<file path="config.mk">
export PLATFORM = sky130hd
export DESIGN_NAME = interface_read_flat
export DESIGN_NICKNAME = d
export VERILOG_FILES = /design/src/rtl/interface_read_if.sv /design/src/rtl/interface_read.sv /design/src/flat_wrapper.sv
export SDC_FILE = /design/constraint.sdc
export NUM_CORES = 1
export LEC_CHECK = 0
export CAP_MARGIN = 20
export CORE_MARGIN = 2
export CORE_UTILIZATION = 61
export DETAILED_ROUTE_END_ITERATION = 8
export DONT_BUFFER_PORTS = 1
export PLACE_DENSITY = 0.83
export SLEW_MARGIN = 20
export SYNTH_ARGS = -nofsm -noshare
export SYNTH_HDL_FRONTEND = slang
export SYNTH_SLANG_ARGS = --single-unit
</file>
<file path="constraint.sdc">
create_clock -name clk -period 12.6 [get_ports clk]
set_clock_uncertainty 0.1 [all_clocks]
set_input_delay 2.52 -clock clk [delete_from_list [all_inputs] [get_ports clk]]
set_output_delay 2.52 -clock clk [all_outputs]
set_load 0.05 [all_outputs]
</file>
<file path="src/rtl/interface_read_if.sv">
// Bundle for the FFT read-side bank interface: request channel, bank read port,
// butterfly (HRMF) output pair, external FIFO port and conflict error.
interface interface_read_if #(
    parameter int DW = 64,
    parameter int AW = 10
);
    logic          req_valid;
    logic          req_ready;
    logic [AW-1:0] req_addr0;
    logic [AW-1:0] req_addr1;
    logic          req_dst;
    logic          rden;
    logic [AW-2:0] raddr0;
    logic [AW-2:0] raddr1;
    logic [DW-1:0] rdata0;
    logic [DW-1:0] rdata1;
    logic [DW-1:0] q0_hrmf;
    logic [DW-1:0] q1_hrmf;
    logic          valid_hrmf;
    logic [DW-1:0] q0_extn;
    logic [DW-1:0] q1_extn;
    logic          valid_extn;
    logic          ready_extn;
    logic          err;

    modport master (
        input  req_valid, req_addr0, req_addr1, req_dst, rdata0, rdata1, ready_extn,
        output req_ready, rden, raddr0, raddr1, q0_hrmf, q1_hrmf, valid_hrmf,
               q0_extn, q1_extn, valid_extn, err
    );

    modport slave (
        output req_valid, req_addr0, req_addr1, req_dst, rdata0, rdata1, ready_extn,
        input  req_ready, rden, raddr0, raddr1, q0_hrmf, q1_hrmf, valid_hrmf,
               q0_extn, q1_extn, valid_extn, err
    );
endinterface

</file>
<file path="src/rtl/interface_read.sv">
// Read side of the FFT bank memory: parity-based bank mapping, fixed-latency return,
// and delivery to the butterfly or to a credit-protected first-word-fall-through FIFO.
module interface_read #(
    parameter int DW         = 64,
    parameter int AW         = 10,
    parameter int RD_LAT     = 2,
    parameter int FIFO_DEPTH = 4
) (
    input  logic              clk,
    input  logic              rst,
    interface_read_if.master  bus
);
    localparam int PW = $clog2(FIFO_DEPTH);
    localparam int CW = PW + 1;
    localparam int BW = AW - 1;

    function automatic logic bank_of(input logic [AW-1:0] addr);
        return ^addr;
    endfunction

    logic [RD_LAT:0] vld_pipe_r;
    logic [RD_LAT:0] sel_pipe_r;
    logic [RD_LAT:0] dst_pipe_r;
    logic [BW-1:0]   raddr0_r;
    logic [BW-1:0]   raddr1_r;
    logic            err_r;
    logic            req_ready_r;
    logic [DW-1:0]   q0_hrmf_r;
    logic [DW-1:0]   q1_hrmf_r;
    logic            valid_hrmf_r;
    logic [DW-1:0]   q0_extn_r;
    logic [DW-1:0]   q1_extn_r;
    logic            valid_extn_r;
    logic [DW-1:0]   fifo0_r [FIFO_DEPTH];
    logic [DW-1:0]   fifo1_r [FIFO_DEPTH];
    logic [PW-1:0]   wr_ptr_r;
    logic [PW-1:0]   rd_ptr_r;
    logic [CW-1:0]   fifo_count_r;
    logic [CW-1:0]   inflight_r;

    logic            sel_s;
    logic            conflict_s;
    logic            accept_s;
    logic            issue_s;
    logic            accept_extn_s;
    logic            ret_s;
    logic [DW-1:0]   ret_q0_s;
    logic [DW-1:0]   ret_q1_s;
    logic            push_s;
    logic            pop_s;
    logic [CW-1:0]   count_nxt_s;
    logic [CW-1:0]   inflight_nxt_s;
    logic [CW:0]     credit_used_s;
    logic [PW-1:0]   rd_ptr_nxt_s;
    logic            head_from_push_s;
    logic [DW-1:0]   head_q0_s;
    logic [DW-1:0]   head_q1_s;

    // Request decode, return-side swap, FIFO/credit next-state
    always_comb begin
        sel_s          = bank_of(bus.req_addr0);
        conflict_s     = (sel_s == bank_of(bus.req_addr1));
        accept_s       = bus.req_valid && req_ready_r;
        issue_s        = accept_s && !conflict_s;
        accept_extn_s  = issue_s && !bus.req_dst;
        ret_s          = vld_pipe_r[RD_LAT];
        ret_q0_s       = sel_pipe_r[RD_LAT] ? bus.rdata1 : bus.rdata0;
        ret_q1_s       = sel_pipe_r[RD_LAT] ? bus.rdata0 : bus.rdata1;
        push_s         = ret_s && !dst_pipe_r[RD_LAT];
        pop_s          = valid_extn_r && bus.ready_extn;
        count_nxt_s    = fifo_count_r + CW'(push_s) - CW'(pop_s);
        inflight_nxt_s = inflight_r + CW'(accept_extn_s) - CW'(push_s);
        credit_used_s  = {1'b0, count_nxt_s} + {1'b0, inflight_nxt_s};
        rd_ptr_nxt_s   = rd_ptr_r + PW'(pop_s);
        // A push lands at the head when the FIFO is (or is about to become) empty
        head_from_push_s = push_s && (fifo_count_r == CW'(pop_s));
        if (head_from_push_s) begin
            head_q0_s = ret_q0_s;
            head_q1_s = ret_q1_s;
        end else begin
            head_q0_s = fifo0_r[rd_ptr_nxt_s];
            head_q1_s = fifo1_r[rd_ptr_nxt_s];
        end
    end

    // Issue stage: bank addresses, conflict error and the SEL/DST return pipeline
    always_ff @(posedge clk) begin
        if (rst) begin
            vld_pipe_r <= {(RD_LAT+1){1'b0}};
            sel_pipe_r <= {(RD_LAT+1){1'b0}};
            dst_pipe_r <= {(RD_LAT+1){1'b0}};
            raddr0_r   <= {BW{1'b0}};
            raddr1_r   <= {BW{1'b0}};
            err_r      <= 1'b0;
        end else begin
            vld_pipe_r <= {vld_pipe_r[RD_LAT-1:0], issue_s};
            sel_pipe_r <= {sel_pipe_r[RD_LAT-1:0], sel_s};
            dst_pipe_r <= {dst_pipe_r[RD_LAT-1:0], bus.req_dst};
            err_r      <= accept_s && conflict_s;
            if (issue_s) begin
                raddr0_r <= sel_s ? bus.req_addr1[AW-1:1] : bus.req_addr0[AW-1:1];
                raddr1_r <= sel_s ? bus.req_addr0[AW-1:1] : bus.req_addr1[AW-1:1];
            end
        end
    end

    // Butterfly output: one strobe per returned HRMF pair, data held between strobes
    always_ff @(posedge clk) begin
        if (rst) begin
            q0_hrmf_r    <= {DW{1'b0}};
            q1_hrmf_r    <= {DW{1'b0}};
            valid_hrmf_r <= 1'b0;
        end else begin
            valid_hrmf_r <= ret_s && dst_pipe_r[RD_LAT];
            if (ret_s && dst_pipe_r[RD_LAT]) begin
                q0_hrmf_r <= ret_q0_s;
                q1_hrmf_r <= ret_q1_s;
            end
        end
    end

    // FIFO control, registered head and credit-based request ready
    always_ff @(posedge clk) begin
        if (rst) begin
            wr_ptr_r     <= {PW{1'b0}};
            rd_ptr_r     <= {PW{1'b0}};
            fifo_count_r <= {CW{1'b0}};
            inflight_r   <= {CW{1'b0}};
            valid_extn_r <= 1'b0;
            q0_extn_r    <= {DW{1'b0}};
            q1_extn_r    <= {DW{1'b0}};
            req_ready_r  <= 1'b0;
        end else begin
            wr_ptr_r     <= wr_ptr_r + PW'(push_s);
            rd_ptr_r     <= rd_ptr_nxt_s;
            fifo_count_r <= count_nxt_s;
            inflight_r   <= inflight_nxt_s;
            valid_extn_r <= (count_nxt_s != {CW{1'b0}});
            if (count_nxt_s != {CW{1'b0}}) begin
                q0_extn_r <= head_q0_s;
                q1_extn_r <= head_q1_s;
            end
            req_ready_r  <= (credit_used_s < (CW+1)'(FIFO_DEPTH));
        end
    end

    // FIFO storage; pointers alone define occupancy, so no reset is needed here
    always_ff @(posedge clk) begin
        if (push_s) begin
            fifo0_r[wr_ptr_r] <= ret_q0_s;
            fifo1_r[wr_ptr_r] <= ret_q1_s;
        end
    end

    assign bus.req_ready  = req_ready_r;
    assign bus.rden       = vld_pipe_r[0];
    assign bus.raddr0     = raddr0_r;
    assign bus.raddr1     = raddr1_r;
    assign bus.err        = err_r;
    assign bus.q0_hrmf    = q0_hrmf_r;
    assign bus.q1_hrmf    = q1_hrmf_r;
    assign bus.valid_hrmf = valid_hrmf_r;
    assign bus.q0_extn    = q0_extn_r;
    assign bus.q1_extn    = q1_extn_r;
    assign bus.valid_extn = valid_extn_r;
endmodule

</file>
<file path="src/flat_wrapper.sv">
// flat-port wrapper written by rule: the top's interface ports become plain ports
module interface_read_flat 
#(
    parameter int DW         = 64,
    parameter int AW         = 10,
    parameter int RD_LAT     = 2,
    parameter int FIFO_DEPTH = 4
)
  (clk, rst, bus_req_valid, bus_req_addr0, bus_req_addr1, bus_req_dst, bus_rdata0, bus_rdata1, bus_ready_extn, bus_req_ready, bus_rden, bus_raddr0, bus_raddr1, bus_q0_hrmf, bus_q1_hrmf, bus_valid_hrmf, bus_q0_extn, bus_q1_extn, bus_valid_extn, bus_err);
  interface_read_if #(.DW(DW), .AW(AW)) bus_i ();
  input  logic clk;
  input  logic rst;
  input wire logic [$bits(bus_i.req_valid)-1:0] bus_req_valid;
  input wire logic [$bits(bus_i.req_addr0)-1:0] bus_req_addr0;
  input wire logic [$bits(bus_i.req_addr1)-1:0] bus_req_addr1;
  input wire logic [$bits(bus_i.req_dst)-1:0] bus_req_dst;
  input wire logic [$bits(bus_i.rdata0)-1:0] bus_rdata0;
  input wire logic [$bits(bus_i.rdata1)-1:0] bus_rdata1;
  input wire logic [$bits(bus_i.ready_extn)-1:0] bus_ready_extn;
  output wire logic [$bits(bus_i.req_ready)-1:0] bus_req_ready;
  output wire logic [$bits(bus_i.rden)-1:0] bus_rden;
  output wire logic [$bits(bus_i.raddr0)-1:0] bus_raddr0;
  output wire logic [$bits(bus_i.raddr1)-1:0] bus_raddr1;
  output wire logic [$bits(bus_i.q0_hrmf)-1:0] bus_q0_hrmf;
  output wire logic [$bits(bus_i.q1_hrmf)-1:0] bus_q1_hrmf;
  output wire logic [$bits(bus_i.valid_hrmf)-1:0] bus_valid_hrmf;
  output wire logic [$bits(bus_i.q0_extn)-1:0] bus_q0_extn;
  output wire logic [$bits(bus_i.q1_extn)-1:0] bus_q1_extn;
  output wire logic [$bits(bus_i.valid_extn)-1:0] bus_valid_extn;
  output wire logic [$bits(bus_i.err)-1:0] bus_err;
  assign bus_i.req_valid = bus_req_valid;
  assign bus_i.req_addr0 = bus_req_addr0;
  assign bus_i.req_addr1 = bus_req_addr1;
  assign bus_i.req_dst = bus_req_dst;
  assign bus_i.rdata0 = bus_rdata0;
  assign bus_i.rdata1 = bus_rdata1;
  assign bus_i.ready_extn = bus_ready_extn;
  assign bus_req_ready = bus_i.req_ready;
  assign bus_rden = bus_i.rden;
  assign bus_raddr0 = bus_i.raddr0;
  assign bus_raddr1 = bus_i.raddr1;
  assign bus_q0_hrmf = bus_i.q0_hrmf;
  assign bus_q1_hrmf = bus_i.q1_hrmf;
  assign bus_valid_hrmf = bus_i.valid_hrmf;
  assign bus_q0_extn = bus_i.q0_extn;
  assign bus_q1_extn = bus_i.q1_extn;
  assign bus_valid_extn = bus_i.valid_extn;
  assign bus_err = bus_i.err;
  interface_read #(.DW(DW), .AW(AW), .RD_LAT(RD_LAT), .FIFO_DEPTH(FIFO_DEPTH)) u_core (.clk(clk), .rst(rst), .bus(bus_i));
endmodule
</file>
---- Word-level counts from Yosys, hierarchy flattened ----
Memory sizes are Yosys's and may differ from the RTL's.
Cells that the tools add are included.
W data, S select, Z words.
storage, ports and cells
  memories ................................ 2
  register bits after elaboration ......... 297
  bits of input ports ..................... 153
  output and inout bits ................... 279
  word-level logic and storage cells ...... 51
  RAM bits ................................ 512
memories
  name            depth  bits a word  rd ports  clocked after memory_dff  write ports  RTL line              text
  u_core.fifo0_r  4      64           1         0                         1            interface_read.sv:34  logic [DW-1:0] fifo0_r [FIFO_DEPTH];
  u_core.fifo1_r  4      64           1         0                         1            interface_read.sv:35  logic [DW-1:0] fifo1_r [FIFO_DEPTH];
operators by class
  reduce and logical (&&, ||, !) cells .... 14
  order comparisons ....................... 1
  multiplexer cells ....................... 8
  equal/unequal tests ..................... 2
  add/sub/neg operators ................... 7
operators with widths
  kind                  number
  $mux W64              4
  $reduce_xor A10 Y1    2
  $mux W9               2
  $logic_and A1 B1 Y1   8
  $add A3 B1 Y3         2
  $sub A3 B1 Y3         2
  $add A2 B1 Y2         2
  $add A3 B3 Y4         1
  $lt A4 B3 Y1 const B  1
  $eq A3 B1 Y1          1
  $logic_not A1 Y1      3
  $reduce_bool A3 Y1    1
  $mux W1               2
  $eq A1 B1 Y1          1

---- Longest topological paths before layout ----
Gate-level depths: netlist of the first run.
  depth after elaboration ................. 9
  mapped depth ............................ 13
  depth with buffers taken out ............ 11

---- Worst setup path after synthesis of the first run ----
OpenSTA, ideal clock, no wires.
  kind .................................... register to register
  start ................................... register u_core.vld_pipe_r[2]
  end ..................................... memory u_core.fifo0_r[0][0], enable pin
  data required time ...................... 11.702 ns
  arrival time ............................ 9.961 ns
  path slack .............................. 1.741 ns
  cell stages (with the launch flop) ...... 3
  library setup time ...................... 0.798 ns
  cell sequence ........................... dfxtp_1 nor2b_1 nor3b_1
on the way
  word-level cells in the longest chain between the ends .. 3
ends and longest elaborated chain
  element                        RTL line               text
  from (decl)                    interface_read.sv:21   logic [RD_LAT:0] vld_pipe_r;
  from (signal assigned)         interface_read.sv:89   vld_pipe_r <= {(RD_LAT+1){1'b0}};
  from (signal assigned)         interface_read.sv:96   vld_pipe_r <= {vld_pipe_r[RD_LAT-1:0], issue_s};
  $logic_and A1 B1 Y1            interface_read.sv:69   push_s = ret_s && !dst_pipe_r[RD_LAT];
  $mux W1                        interface_read.sv:149  if (push_s) begin
  $mux W1 (not written as such)  interface_read.sv:150  fifo0_r[wr_ptr_r] <= ret_q0_s;
  to (decl)                      interface_read.sv:34
Every way passes these cells.

---- Worst setup path after layout of the first run ----
  start ................................... input bus_ready_extn
  end ..................................... register u_core.q0_extn_r[3], in the netlist u_core.bus.q0_extn[3]
RTL lines
  element                    RTL line               text
  from (decl)                flat_wrapper.sv:19     input wire logic [$bits(bus_i.ready_extn)-1:0] bus_ready_extn;
  $logic_and A1 B1 Y1        interface_read.sv:70   pop_s = valid_extn_r && bus.ready_extn;
  $sub A3 B1 Y3              interface_read.sv:71   count_nxt_s = fifo_count_r + CW'(push_s) - CW'(pop_s);
  via u_core.count_nxt_s[2]  interface_read.sv:51   logic [CW-1:0] count_nxt_s;
  $reduce_bool A3 Y1         interface_read.sv:139  if (count_nxt_s != {CW{1'b0}}) begin
  to (signal assigned)       interface_read.sv:130  q0_extn_r <= {DW{1'b0}};
  to (signal assigned)       interface_read.sv:140  q0_extn_r <= head_q0_s;
  to (decl)                  interface_read.sv:31   logic [DW-1:0] q0_extn_r;
The timed path passes the listed nets, and every way through them passes these cells.
A chain may end at the register's enable or synchronous reset.

==> qor.yml, run 1 <==
status: "completed"
port_buffers: 0
synth_ff_type: "edfxtp_1"
synth_top_cell_by_area: "edfxtp_1"
layout_common_cells: "edfxtp_1 (512), nor2_1 (406), dfxtp_1 (296), a211oi_1 (256), mux2i_1 (146)"
hold_end: "u_core.sel_pipe_r[1]"
clkLatencyLatePin_ns: 0.62
p_comb_share_pct: 22.1
cts_buffer_depth: 3
synthArstFlopShare_pct: 0
synth_compound_area_share_pct: 6.77
cpLargestDelayFamily: "simple AND/OR/NAND/NOR gates"
worst_r2r_endpoint: "u_core.bus.q0_extn[3]"
routed_wl_mm: 71.8
relSlewSlack_pct: 27.3
post_drt_via_cell_ratio: 6.36
die_x_um: 232
worstPathRequired_ns: 13.01
rows: 83
ff2ff_path_depth: 11
dp_hpwl_mm: 41.7
wl_per_cell_um: 24.4
ys_seq_elements: 809
grt_util_all_layers_pct: 26.2
timing.critical_path.buf_inv: 2
place_congestion: 0.824
layout-drive-gt1-share_pct: 13.7
cts_tree: "done"
h-tree-depth: 3
final_area_um2: 34900
synth.top_cell.area_share_pct: 48.3
holdBufCountCts: 0
cts.repair.resized: 0
area_delta_synth_final_pct: 9.72
synth.area.mux_share_pct: 13.7
cts_sinks: 809
setup_viol: 0
fmax_mhz: 172
finalHoldViolCount: 0
fin_nets: 2362
via_count: 18700
hold_depth: 1
pwr-share-clk_pct: 29.3
setup_tns_ns: 0
dr.first_iter.drc_count: 1624
netlist_instances: 2262
worstSetupPathType: "in2reg"
yosys_warnings: 0
r2r_start: "u_core.bus.valid_extn"
post-route-period-util_pct: 46.1
fin_crit_ns: 5.81
r2r_setup_slack_ns: 8.08
yosys.area_share.simple_pct: 7.52
drv_cap: 0
initial_utilization_pct: 61.9
cts-root-buf: "clkbuf_16"
rsz0062_at_grt: "false"
tightest_slew_ns: 1.09
avgSynthCellArea_um2: 14.1
intPower_w: 0.00510
final_common_cell: "edfxtp_1"
arrival_ns: 6.22
grt_max_degree: 298
ys_seq_area_share_pct: 67.0
grt_pass1_vias: 19100
cts_buffers: 78
swShare_pct: 36.1
switching_power_w: 0.00288
grt-ovfl-total: 0
synth_fa_ha_area_share_pct: 0.440
synth_xor_area_share_pct: 0.853
worst_path_largest_cell_delay_ns: 0.86
drcViolationCount: 0
finalMaxSlewViolations: 0
hold_path.class: "reg2reg"
diodes: 0
dieArea_um2: 54000
power-per-cell-area_nw_per_um2: 229
synth_edf_count: 512
grt_pass1_wl_mm: 108
synth_area_um2: 31800
end_kind: "flop"
antenna_found_initial: 0
ant_nets: 0
die_h_um: 232
synth_top_family_by_area: "multiplexers"
irDropWorstVdd_v: 0.000274
postCtsSetupRepairBufs: 0
place_area_um2: 32200
synth_nets: 2425
seq_power_share_pct: 48.6
worstPathMaxFanout: 73
path_clk_slew_ns: 0.06
slowest_stage: "buf_4"
io_pins: 432
ys_types: 35
timing.critical_path.cells: "and2_1 -> ha_1 -> inv_1 -> ha_1 -> fa_1 -> xor2_1 -> xnor2_1 -> or3_4 -> buf_4 -> nor2_1 -> nor3_1"
core_um2: 51400
drtPass1Iterations: 5
worstHoldStart: "u_core.sel_pipe_r[0]"
synth.area.top_cells: "edfxtp_1 (48%), dfxtp_1 (19%), mux4_2 (9.1%)"
crit_top_cell: "ha_1"
p_leak_nw: 11.7
setup.worst_path.start_class: "primary input"
[area by class of cell]
cell class	instances	area (um2)
clock buffers	119	2390
clock inverters	27	219
fillers	3376	16500
inverters	136	510
multi-input cells	1152	9400
flip-flops and latches	809	21300
well taps	680	851
repair buffers	22	209
[synthesized netlist by cell type (all sizes together) (3+ instances only)]
cell	n
a211oi	274
xnor3	3
nor3	130
xnor2	15
nor2b	20
clkbuf	133
mux4	128
nor2	407
buf	32
edfxtp	512
xor2	5
dfxtp	297
mux2i	147
inv	136
ha	8
[cell families (layout without fill, tap and decap cells)]
group	count (synthesis)	count (layout)
AOI/OAI and AO/OA	275	275
xor gates and xnor gates	23	23
adders and majority gates	10	10
buffers and inverters	301	304
DFF	809	809
muxes	275	275
and+or+nand+nor	569	569
[registers in the layout (all words and copies together), names as in the netlist, 2 cells and up]
signal,flops
u_core.dst_pipe_r,3
u_core.bus.raddr0,9
u_core.wr_ptr_r,2
u_core.rd_ptr_r,2
u_core.sel_pipe_r,3
u_core.fifo1_r,256
u_core.bus.q0_hrmf,64
u_core.vld_pipe_r,3
u_core.bus.raddr1,9
u_core.bus.q0_extn,64
u_core.fifo0_r,256
u_core.fifo_count_r,3
u_core.bus.q1_hrmf,64
u_core.inflight_r,3
u_core.bus.q1_extn,64
[power by group through the flow]
stage / Combinational (W) / Clock (W) / Sequential [W]
5_1_grt: 0.00193 / 0.00246 / 0.00390
3_5_place_dp: 0.00173 / 0 / 0.00394
4_1_cts: 0.00176 / 0.00237 / 0.00389
3_3_place_gp: 0.00166 / 0 / 0.00394
6_report: 0.00176 / 0.00234 / 0.00388
2_1_floorplan: 0.00135 / 0 / 0.00384
[stage by stage]
stage	hold WS (ns)	utilization [%]	instances	power [W]	setup slack [ns]
after floorplan	0.314	-	2262	0.00519	1.74
after global placement	0.319	62.7	2797	0.00560	6.42
after detailed placement	0.331	62.7	2797	0.00567	6.24
after CTS	0.336	67.8	2943	0.00802	6.79
after global routing	0.355	67.9	2945	0.00829	6.59
final	0.337	67.9	2945	0.00798	6.79
[how the worst max path moves through the flow]
stage,start,to,depth (start not counted)
finish,bus_ready_extn,u_core.bus.q0_extn[3],11
global route,bus_ready_extn,u_core.bus.q0_extn[3],11
floorplan,u_core.vld_pipe_r[2],u_core.fifo0_r[0][0],2
CTS,bus_ready_extn,u_core.bus.q0_extn[3],11
detailed placement,bus_ready_extn,u_core.bus.q0_extn[1],11
global placement,bus_ready_extn,u_core.bus.q0_extn[30],11
[per-layer routing]
metal / GRT usage (%) / vias to the layer above / share of wire [%]
li1: - / 8256 / -
met1: 33.0 / 9472 / 38
met2: 44.1 / 868 / 50
met3: 6.09 / 131 / 8.4
met4: 10.3 / 0 / 3.0
met5: 0 / - / 0
Note: power is estimated with default switching activity, not from simulation.
==> run 2: changes to the inputs <==
clock period = 5.8 ns   (was 12.6 ns; I/O delays follow)
==> run 2 against run 1 <==
Effect of this change:
- die area stayed put
- hold slack better by 0.0083 ns
- critical path depth stayed put
- global-route usage hardly changed
- first-iteration DRC count is 16% higher
- via count is 0.23% lower
- critical endpoint is now u_core.bus.req_ready
- largest cell class unchanged
==> qor.yml, run 2 (synthesis gave the netlist of run 1 again) <==
fin_nets: 2370  # +0.34%
grt_util_all_layers_pct: 26.2  # about the same
final_common_cell: "edfxtp_1"
final_cells: 2953  # +0.27%
drtPass1Iterations: 5  # unchanged
io_pins: 432  # unchanged
worstPathRequired_ns: 6.23  # -6.78 ns
grt_pass1_wl_mm: 108  # -0.19%
path_clk_slew_ns: 0.06  # about the same
post-route-period-util_pct: 68.9
die_x_um: 232  # unchanged
setup_tns_ns: 0  # unchanged
dp_hpwl_mm: 41.6  # -0.31%
cts_buffer_depth: 3  # unchanged
drcViolationCount: 0  # unchanged
worstPathMaxFanout: 3  # -96%
tightest_slew_ns: 1.08  # -0.0147 ns
end_kind: "flop"
p_leak_nw: 11.7  # +0.31%
fin_crit_ns: 3.99
die_h_um: 232  # unchanged
postCtsSetupRepairBufs: 0  # unchanged
grt-ovfl-total: 0  # unchanged
area_delta_synth_final_pct: 10.2
layout_common_cells: "edfxtp_1 (512), nor2_1 (406), dfxtp_1 (296), a211oi_1 (256), mux2i_1 (146)"
hold_depth: 1  # unchanged
place_congestion: 0.881  # +6.9%
wl_per_cell_um: 24.2  # -0.84%
dieArea_um2: 54000  # unchanged
worstSetupPathType: "in2reg"
layout-drive-gt1-share_pct: 13.7  # +0.046 points
ff2ff_path_depth: 11  # unchanged
fmax_mhz: 250
h-tree-depth: 3  # unchanged
port_buffers: 0  # unchanged
cts_sinks: 809  # unchanged
cts_buffers: 79  # +1.3%
status: "completed"
core_um2: 51400  # unchanged
grt_max_degree: 298  # unchanged
r2r_setup_slack_ns: 1.93  # -6.15 ns
cts.repair.resized: 0  # unchanged
power-per-cell-area_nw_per_um2: 496  # +120%
rsz0062_at_grt: "false"
arrival_ns: 4.43  # -1.79 ns
holdBufCountCts: 0  # unchanged
routed_wl_mm: 71.3  # -0.57%
seq_area_um2: 21300  # unchanged
ant_nets: 0  # unchanged
rows: 83  # unchanged
cts-root-buf: "clkbuf_16"
clkLatencyLatePin_ns: 0.62  # about the same
fillers: 3275  # -3.0%
via_count: 18700  # -0.23%
placedCellCount: 2804  # +0.25%
initial_utilization_pct: 61.9  # unchanged
cts_tree: "done"
dr.first_iter.drc_count: 1885  # +16%
antenna_found_initial: 1  # +1
multi_input_area_um2: 9410  # about the same
setup.worst_path.start_class: "primary input"
top_regs: "u_core.fifo0_r (256), u_core.fifo1_r (256)"
irDropWorstVdd_v: 0.000425  # +55%
post_drt_via_cell_ratio: 6.33  # -0.50%
relSlewSlack_pct: 28.3  # +0.98 points
drv_cap: 0  # unchanged
grt_pass1_vias: 19000  # -0.61%
setup_viol: 0  # unchanged
hold_path.class: "reg2reg"
finalMaxSlewViolations: 0  # unchanged
finalHoldViolCount: 0  # unchanged
## run 2: final timing paths
check                                            from                endpoint
worst max register to register  u_core.bus.valid_extn  u_core.bus.q0_extn[39]
worst max-delay path                 bus_req_addr0[8]    u_core.bus.req_ready
worst min-delay path             u_core.sel_pipe_r[1]    u_core.sel_pipe_r[2]
worst min register to register   u_core.sel_pipe_r[1]    u_core.sel_pipe_r[2]
## run 2: area by class of cell
cell class                      instances  area share, %
Clock inverter                         38          0.949
Inverter                              136           1.46
Sequential cell                       809           60.8
Timing Repair Buffer                   29           1.16
Clock buffer                          108           6.34
Tap cell                              680           2.43
Multi-Input combinational cell       1152           26.8
Antenna cell                            1        0.00714
## run 2: power breakdown
part | total [W] | internal, W | switching (W)
Combinational | 0.00392 | 0.00156 | 0.00235
Clock | 0.00505 | 0.00292 | 0.00213
Sequential | 0.00842 | 0.00663 | 0.00179
Total | 0.0174 | 0.0111 | 0.00628
## run 2: worst max-delay path: stages
cell and delay [ns]:
xor2_1 0.15, xnor3_2 0.51, xnor3_2 0.47, mux2i_4 0.21, nor2b_4 0.13, ha_1 0.21, fa_1 0.41, xnor2_1 0.24
ha_1 0.27, or4_1 0.50, a31oi_1 0.16
## run 2: routing by layer
metal  wire [um]  track usage [%]  vias up
met5           0                0        -
met4        2730             10.8        0
met3        6270             6.25      175
met2       35000             42.7      925
met1       27400             34.0     9316
li1            -                -     8268
## run 2: per-stage QoR
step | total power [W] | hold slack, ns | setup slack (ns) | util, % | area, um2
final | 0.0174 | 0.345 | 1.81 | 68.2 | 35100
after global routing | 0.0181 | 0.368 | 1.73 | 68.2 | 35100
after CTS | 0.0175 | 0.345 | 1.84 | 68.1 | 35000
after detailed placement | 0.0124 | 0.329 | 1.20 | 63.1 | 32400
after global placement | 0.0123 | 0.318 | 1.26 | 63.1 | 32400
after floorplan | 0.0113 | 0.314 | 1.18 | - | 31800
